--- src/rtl/memory_arbiter.sv ---
// Shared-RAM arbiter for the icache and dcache: dcache priority, bounded dcache streak,
// one transaction per grant, and a mandatory IDLE cycle between grants.
module memory_arbiter #(
   parameter int STARVE_MAX = 4
) (
   input  logic        CLK,
   input  logic        nRST,
   input  logic        iREN,
   input  logic [31:0] iaddr,
   output logic        iwait,
   output logic [31:0] iload,
   input  logic        dREN,
   input  logic        dWEN,
   input  logic [31:0] daddr,
   input  logic [31:0] dstore,
   output logic        dwait,
   output logic [31:0] dload,
   output logic        ramREN,
   output logic        ramWEN,
   output logic [31:0] ramaddr,
   output logic [31:0] ramstore,
   input  logic [31:0] ramload,
   input  logic [1:0]  ramstate,
   output logic        busy,
   output logic [7:0]  err_cnt
);

   localparam int STREAK_W = $clog2(STARVE_MAX + 1);
   localparam logic [1:0] RAM_ACCESS = 2'b10;
   localparam logic [1:0] RAM_ERROR  = 2'b11;

   typedef enum logic [1:0] {
      IDLE = 2'b00,
      IGNT = 2'b01,
      DGNT = 2'b10
   } state_t;

   state_t              state_r;
   logic [STREAK_W-1:0] streak_r;
   logic [7:0]          err_cnt_r;

   logic dreq_s;
   logic access_s;
   logic error_s;
   logic streak_full_s;
   logic grant_i_s;

   function automatic logic [7:0] sat_inc8(input logic [7:0] v);
      return (v == 8'hFF) ? v : v + 8'd1;
   endfunction

   function automatic logic [STREAK_W-1:0] streak_inc(input logic [STREAK_W-1:0] v);
      return (v == STREAK_W'(STARVE_MAX)) ? v : v + STREAK_W'(1);
   endfunction

   assign dreq_s        = dREN | dWEN;
   assign access_s      = (ramstate == RAM_ACCESS);
   assign error_s       = (ramstate == RAM_ERROR);
   assign streak_full_s = (streak_r == STREAK_W'(STARVE_MAX));
   // icache wins when alone, or when the dcache has used up its streak
   assign grant_i_s     = iREN & (~dreq_s | streak_full_s);

   // Arbitration state, starvation streak and error counter
   always_ff @(posedge CLK or negedge nRST) begin
      if (!nRST) begin
         state_r   <= IDLE;
         streak_r  <= {STREAK_W{1'b0}};
         err_cnt_r <= 8'd0;
      end else begin
         case (state_r)
            IDLE: begin
               if (grant_i_s) begin
                  state_r  <= IGNT;
                  streak_r <= {STREAK_W{1'b0}};
               end else if (dreq_s) begin
                  state_r  <= DGNT;
                  streak_r <= iREN ? streak_inc(streak_r) : {STREAK_W{1'b0}};
               end else begin
                  state_r <= IDLE;
               end
            end
            IGNT: begin
               if (error_s) begin
                  err_cnt_r <= sat_inc8(err_cnt_r);
               end
               if (access_s || !iREN) begin
                  state_r <= IDLE;
               end
            end
            DGNT: begin
               if (error_s) begin
                  err_cnt_r <= sat_inc8(err_cnt_r);
               end
               if (access_s || !dreq_s) begin
                  state_r <= IDLE;
               end
            end
            default: begin
               state_r <= IDLE;
            end
         endcase
      end
   end

   // RAM port and requester responses follow the live signals of the granted side
   always_comb begin
      ramREN   = 1'b0;
      ramWEN   = 1'b0;
      ramaddr  = 32'd0;
      ramstore = 32'd0;
      iwait    = 1'b1;
      dwait    = 1'b1;
      iload    = 32'd0;
      dload    = 32'd0;
      case (state_r)
         IDLE: begin
            ramREN = 1'b0;
         end
         IGNT: begin
            ramREN  = iREN;
            ramaddr = iaddr;
            iload   = ramload;
            iwait   = ~access_s;
         end
         DGNT: begin
            ramWEN   = dWEN;
            ramREN   = dREN & ~dWEN;
            ramaddr  = daddr;
            ramstore = dstore;
            dload    = ramload;
            dwait    = ~access_s;
         end
         default: begin
            ramREN = 1'b0;
         end
      endcase
   end

   assign busy    = (state_r != IDLE);
   assign err_cnt = err_cnt_r;

   memory_arbiter_checker u_checker (
      .CLK    (CLK),
      .nRST   (nRST),
      .ramREN (ramREN),
      .ramWEN (ramWEN),
      .busy   (busy),
      .iwait  (iwait),
      .dwait  (dwait)
   );

endmodule

// Structural invariants of the arbiter outputs.
module memory_arbiter_checker (
   input logic CLK,
   input logic nRST,
   input logic ramREN,
   input logic ramWEN,
   input logic busy,
   input logic iwait,
   input logic dwait
);

   a_no_rw_overlap: assert property (@(posedge CLK) disable iff (!nRST) !(ramREN && ramWEN))
      else $error("arbiter: RAM read and write enables both high");

   a_idle_quiet: assert property (@(posedge CLK) disable iff (!nRST) !busy |-> (!ramREN && !ramWEN))
      else $error("arbiter: RAM enabled while idle");

   a_one_completion: assert property (@(posedge CLK) disable iff (!nRST) (iwait || dwait))
      else $error("arbiter: both requesters released in the same cycle");

endmodule

--- config.mk ---
export PLATFORM = sky130hd
export DESIGN_NAME = memory_arbiter
export DESIGN_NICKNAME = d
export VERILOG_FILES = /design/src/rtl/memory_arbiter.sv
export SDC_FILE = /design/constraint.sdc
export NUM_CORES = 1
export LEC_CHECK = 0
export BUFFER_PORTS_ARGS = -buffer_cell sky130_fd_sc_hd__buf_2
export CORE_AREA = 2 2 106 108
export CTS_CLUSTER_SIZE = 25
export DETAILED_ROUTE_END_ITERATION = 10
export DIE_AREA = 0 0 108 110
export PLACE_DENSITY_LB_ADDON = 0.2
export SETUP_SLACK_MARGIN = 0.1
export SLEW_MARGIN = 20
export SYNTH_ARGS = -nofsm -noshare
export SYNTH_HDL_FRONTEND = slang
export SYNTH_HIERARCHICAL = 1
export SYNTH_SLANG_ARGS = --single-unit
export TNS_END_PERCENT = 100
--- constraint.sdc ---
create_clock -name CLK -period 2.8 [get_ports CLK]
set_input_delay 0.56 -clock CLK [delete_from_list [all_inputs] [get_ports CLK]]
set_output_delay 0.56 -clock CLK [all_outputs]
set_load 0.005 [all_outputs]
==> summary.txt <==
Critical path
  • Arrival time at the worst endpoint: approximately 1.8 ns
  • Req. time, crit path: 2.24 ns
  • CP Class: flip-flop to primary output
  • CP Cell Sequence: inv_1, ha_1, buf_12, nor2b_1, buf_2
  • Reg2Reg Launch Point: state_r[0]
  • R2R depth: 5
  • R2r setup slk: 0.77 ns
  • Kind of start point of the critical path: flip-flop
  • Reg2Reg Capture Point: err_cnt[7]
  • CP endpoint kind: primary output
  • CP max stage delay: 0.56 ns
  • Max FO, Critical Path: 24
  • Slowest cell on crit path: ha_1

Timing
  • FMAX: 0.4298 GHz
  • Final setup TNS: 0 ns
  • Relative slew slack: between 70% and 80%
  • Slew of the pin with the lowest slew margin: 0.4387 ns
  • # setup viols final: 0
  • Worst clock skew: 0.001912 ns
  • RSZ-0062 raised after global routing: no
  • Minimum clock period: 2.326 ns
  • Final worst slack: 0.4735 ns
  • Period Utilization, post-route: 83.09%
  • Hold Vio Cnt, Final: 0
  • Slew Viols, Final: 0
  • Worst hold slack: 0.1981 ns

Hold path
  • Min-delay worst type: input pin to async pin

CTS
  • Post-CTS Hold Buffers: 0
  • CTS Buffer Depth: 2
  • CTS clk-pin slew, worst paths: 0.06 ns
  • CTS sink cnt: 13
  • Skew-Pair Late Insertion Delay: 0.24 ns
  • Setup bufs post-CTS: 0
  • Quantity of gates resized following cts: 0
  • CTS root buffer: clkbuf_8
  • CTS tree: done
  • Cts bufs inserted: 3
  • H-tree levels: 1

Floorplanning
  • Initial Util: 18.04%
  • Site Rows: 38
  • Die Ht: 110 um
  • Ports: 276
  • Core Region: 0.01070 mm2
  • DIE AREA: 0.01188 mm2
  • Die X: ~110 um

Final layout
  • Util after Layout: between 30% and 40%
  • Ant diodes: 0
  • Layout cells sized above 1: 55.75%
  • Fin cells: 662
  • Design area: 0.003505 mm2
  • Nets: 664
  • Area Overhead vs Synth: 81.65%

Route
  • Routed wire length per instance: 13.41 um
  • Routed Antenna Nets: 0
  • 1st-iter DRT viols: ~140
  • DRT Pass-1 Iters: 4
  • Vias per cell: 4.178
  • DRC viols: 0
  • Vias: 2,766
  • WL final: 8.877 mm

Place
  • I/O Buffers: around 280
  • GPL Wtd Cong: 0.7775
  • DP Area: approximately 0.0035 mm2
  • Placed cell count: 658
  • Pre-CTS WS: 0.7006 ns
  • Dpl hpwl: 7.367 mm

Run status
  • Result of the run: finished clean

Global routing
  • Total gr overflow: 0
  • Vias in the first global route: 2,507
  • First-pass GRT wire length: 12.21 mm
  • Initial antenna violation count: 0
  • GRT Util Overall: 12.55%
  • Largest net degree at the start of global routing: 74

Pwr
  • LEAKAGE: ~2.0 nW
  • Power per cell area: about 650 mW/mm2
  • Worst VDD drop: ~0.00046 V
  • Power Total: around 2.3 mW

Synthesis
  • Syn Area/Cell: approximately 7.4 um2
  • Syn Std Cell Area: 0.001929 mm2
  • Distinct cells, synth: 35
  • Gate Count Post-Synth: around 260
  • Seq/Total Area, Yosys: approximately 17%
  • Synthesized Nets: between 400 and 500
  • Synthesized flop and latch total: 13
  • Synth warnings: 6

Run
  • Max-cap violations: 0
area by class of cell:
| class | instances | area [um2] |
|---|---|---|
| clock buffers | 4 | 45.04 |
| flip-flops and latches | 13 | 325.3 |
| fillers | 1151 | 7193 |
| repair buffers | 279 | 1444 |
| inverters | 9 | 33.78 |
| multi-input cells | 217 | 1481 |
| well taps | 140 | 175.2 |
synth_stat cells:
master     instances  area [um2]
a2111oi_4          1       27.53
a211oi_1           1       7.510
a21oi_1            4       20.02
a22oi_1           32       240.2
a32o_1             1       10.01
a41o_1             1       10.01
and2_1            98       613.1
and4_4             1       11.26
buf_1              2       7.510
buf_2              3       15.01
buf_6              1       11.26
clkbuf_1          16       60.06
dfrtp_1           13       325.3
ha_1               6       75.07
inv_1              9       33.78
mux2_1             1       11.26
mux2_2             1       11.26
mux2_4             1       15.01
mux2i_1            2       20.02
nand2_1           10       37.54
nand2b_1           2       12.51
nand3_1            3       15.01
nand3_2            1       10.01
nand4_1            3       18.77
nor2b_1           33       206.5
nor3_1             2       10.01
nor4_1             1       6.260
nor4_2             1       12.51
o21ai_0            3       15.01
o21ai_1            1       5.000
o22ai_1            1       6.260
o31ai_1            1       7.510
or2_2              1       6.260
xnor2_1            2       17.52
xor2_1             2       17.52
worst max-delay path by stage:
| stage | startpoint | end | slack (ns) | depth (start not counted) |
|---|---|---|---|---|
| global route | state_r[0] | ramaddr[19] | 0.30 | 5 |
| global placement | state_r[0] | ramaddr[9] | 0.81 | 5 |
| finish | state_r[0] | ramaddr[24] | 0.47 | 5 |
| CTS | state_r[0] | ramaddr[24] | 0.42 | 5 |
| floorplan | state_r[1] | ramaddr[10] | 0.94 | 6 |
| detailed placement | state_r[0] | ramaddr[24] | 0.70 | 5 |
cells by family after synthesis:
| family | count (synthesis) | share of synthesized area (%) |
|---|---|---|
| AND/OR/NAND/NOR | 156 | 49.74 |
| multiplexers | 5 | 2.983 |
| XOR/XNOR | 4 | 1.816 |
| flip-flops | 13 | 16.86 |
| buffers and inverters | 31 | 6.615 |
| AO/OA/AOI/OAI | 46 | 18.09 |
| adder cells (fa/ha/maj) | 6 | 3.891 |
registers in the layout (all words and copies together), names as in the netlist:
register,cells
streak_r,3
state_r,2
err_cnt,8
report_power, final:
group / internal, mW / total, mW / switching, mW
Combinational: 0.895 / 1.76 / 0.869
Clock: 0.101 / 0.171 / 0.0706
Sequential: 0.253 / 0.329 / 0.0767
Total: 1.25 / 2.26 / 1.02
cells in the final DEF, fill, tap and decap left out, types with 2 or more instances in the layout:
master / synthesis / final
dfrtp_1: 13 / 13
mux2i_1: 2 / 2
a21oi_1: 4 / 4
xnor2_1: 2 / 2
nand2_1: 10 / 10
xor2_1: 2 / 2
ha_2: 0 / 2
and2_1: 98 / 98
clkbuf_8: 0 / 3
nand4_1: 3 / 3
buf_2: 3 / 275
o21ai_0: 3 / 3
nand2b_1: 2 / 2
ha_1: 6 / 4
nand3_1: 3 / 3
inv_1: 9 / 9
buf_12: 0 / 3
nor2b_1: 33 / 33
a22oi_1: 32 / 32
nor3_1: 2 / 2
worst max-delay path, delay by kind of cell (launching register included):
family / cells / cell delay [ns]
adder cells (fa/ha/maj): 1 / 0.56
buffers and inverters: 3 / 0.42
flip-flops: 1 / 0.38
AND/OR/NAND/NOR: 1 / 0.15
metal layers:
metal,up-vias,track usage [%],routed length [um]
met5,-,0,0
met4,0,2.473,97
met3,10,1.587,650
met2,126,23.27,4642
met1,1238,15.62,3488
li1,1392,-,-
No activity file was read; power rests on OpenSTA's default activity.
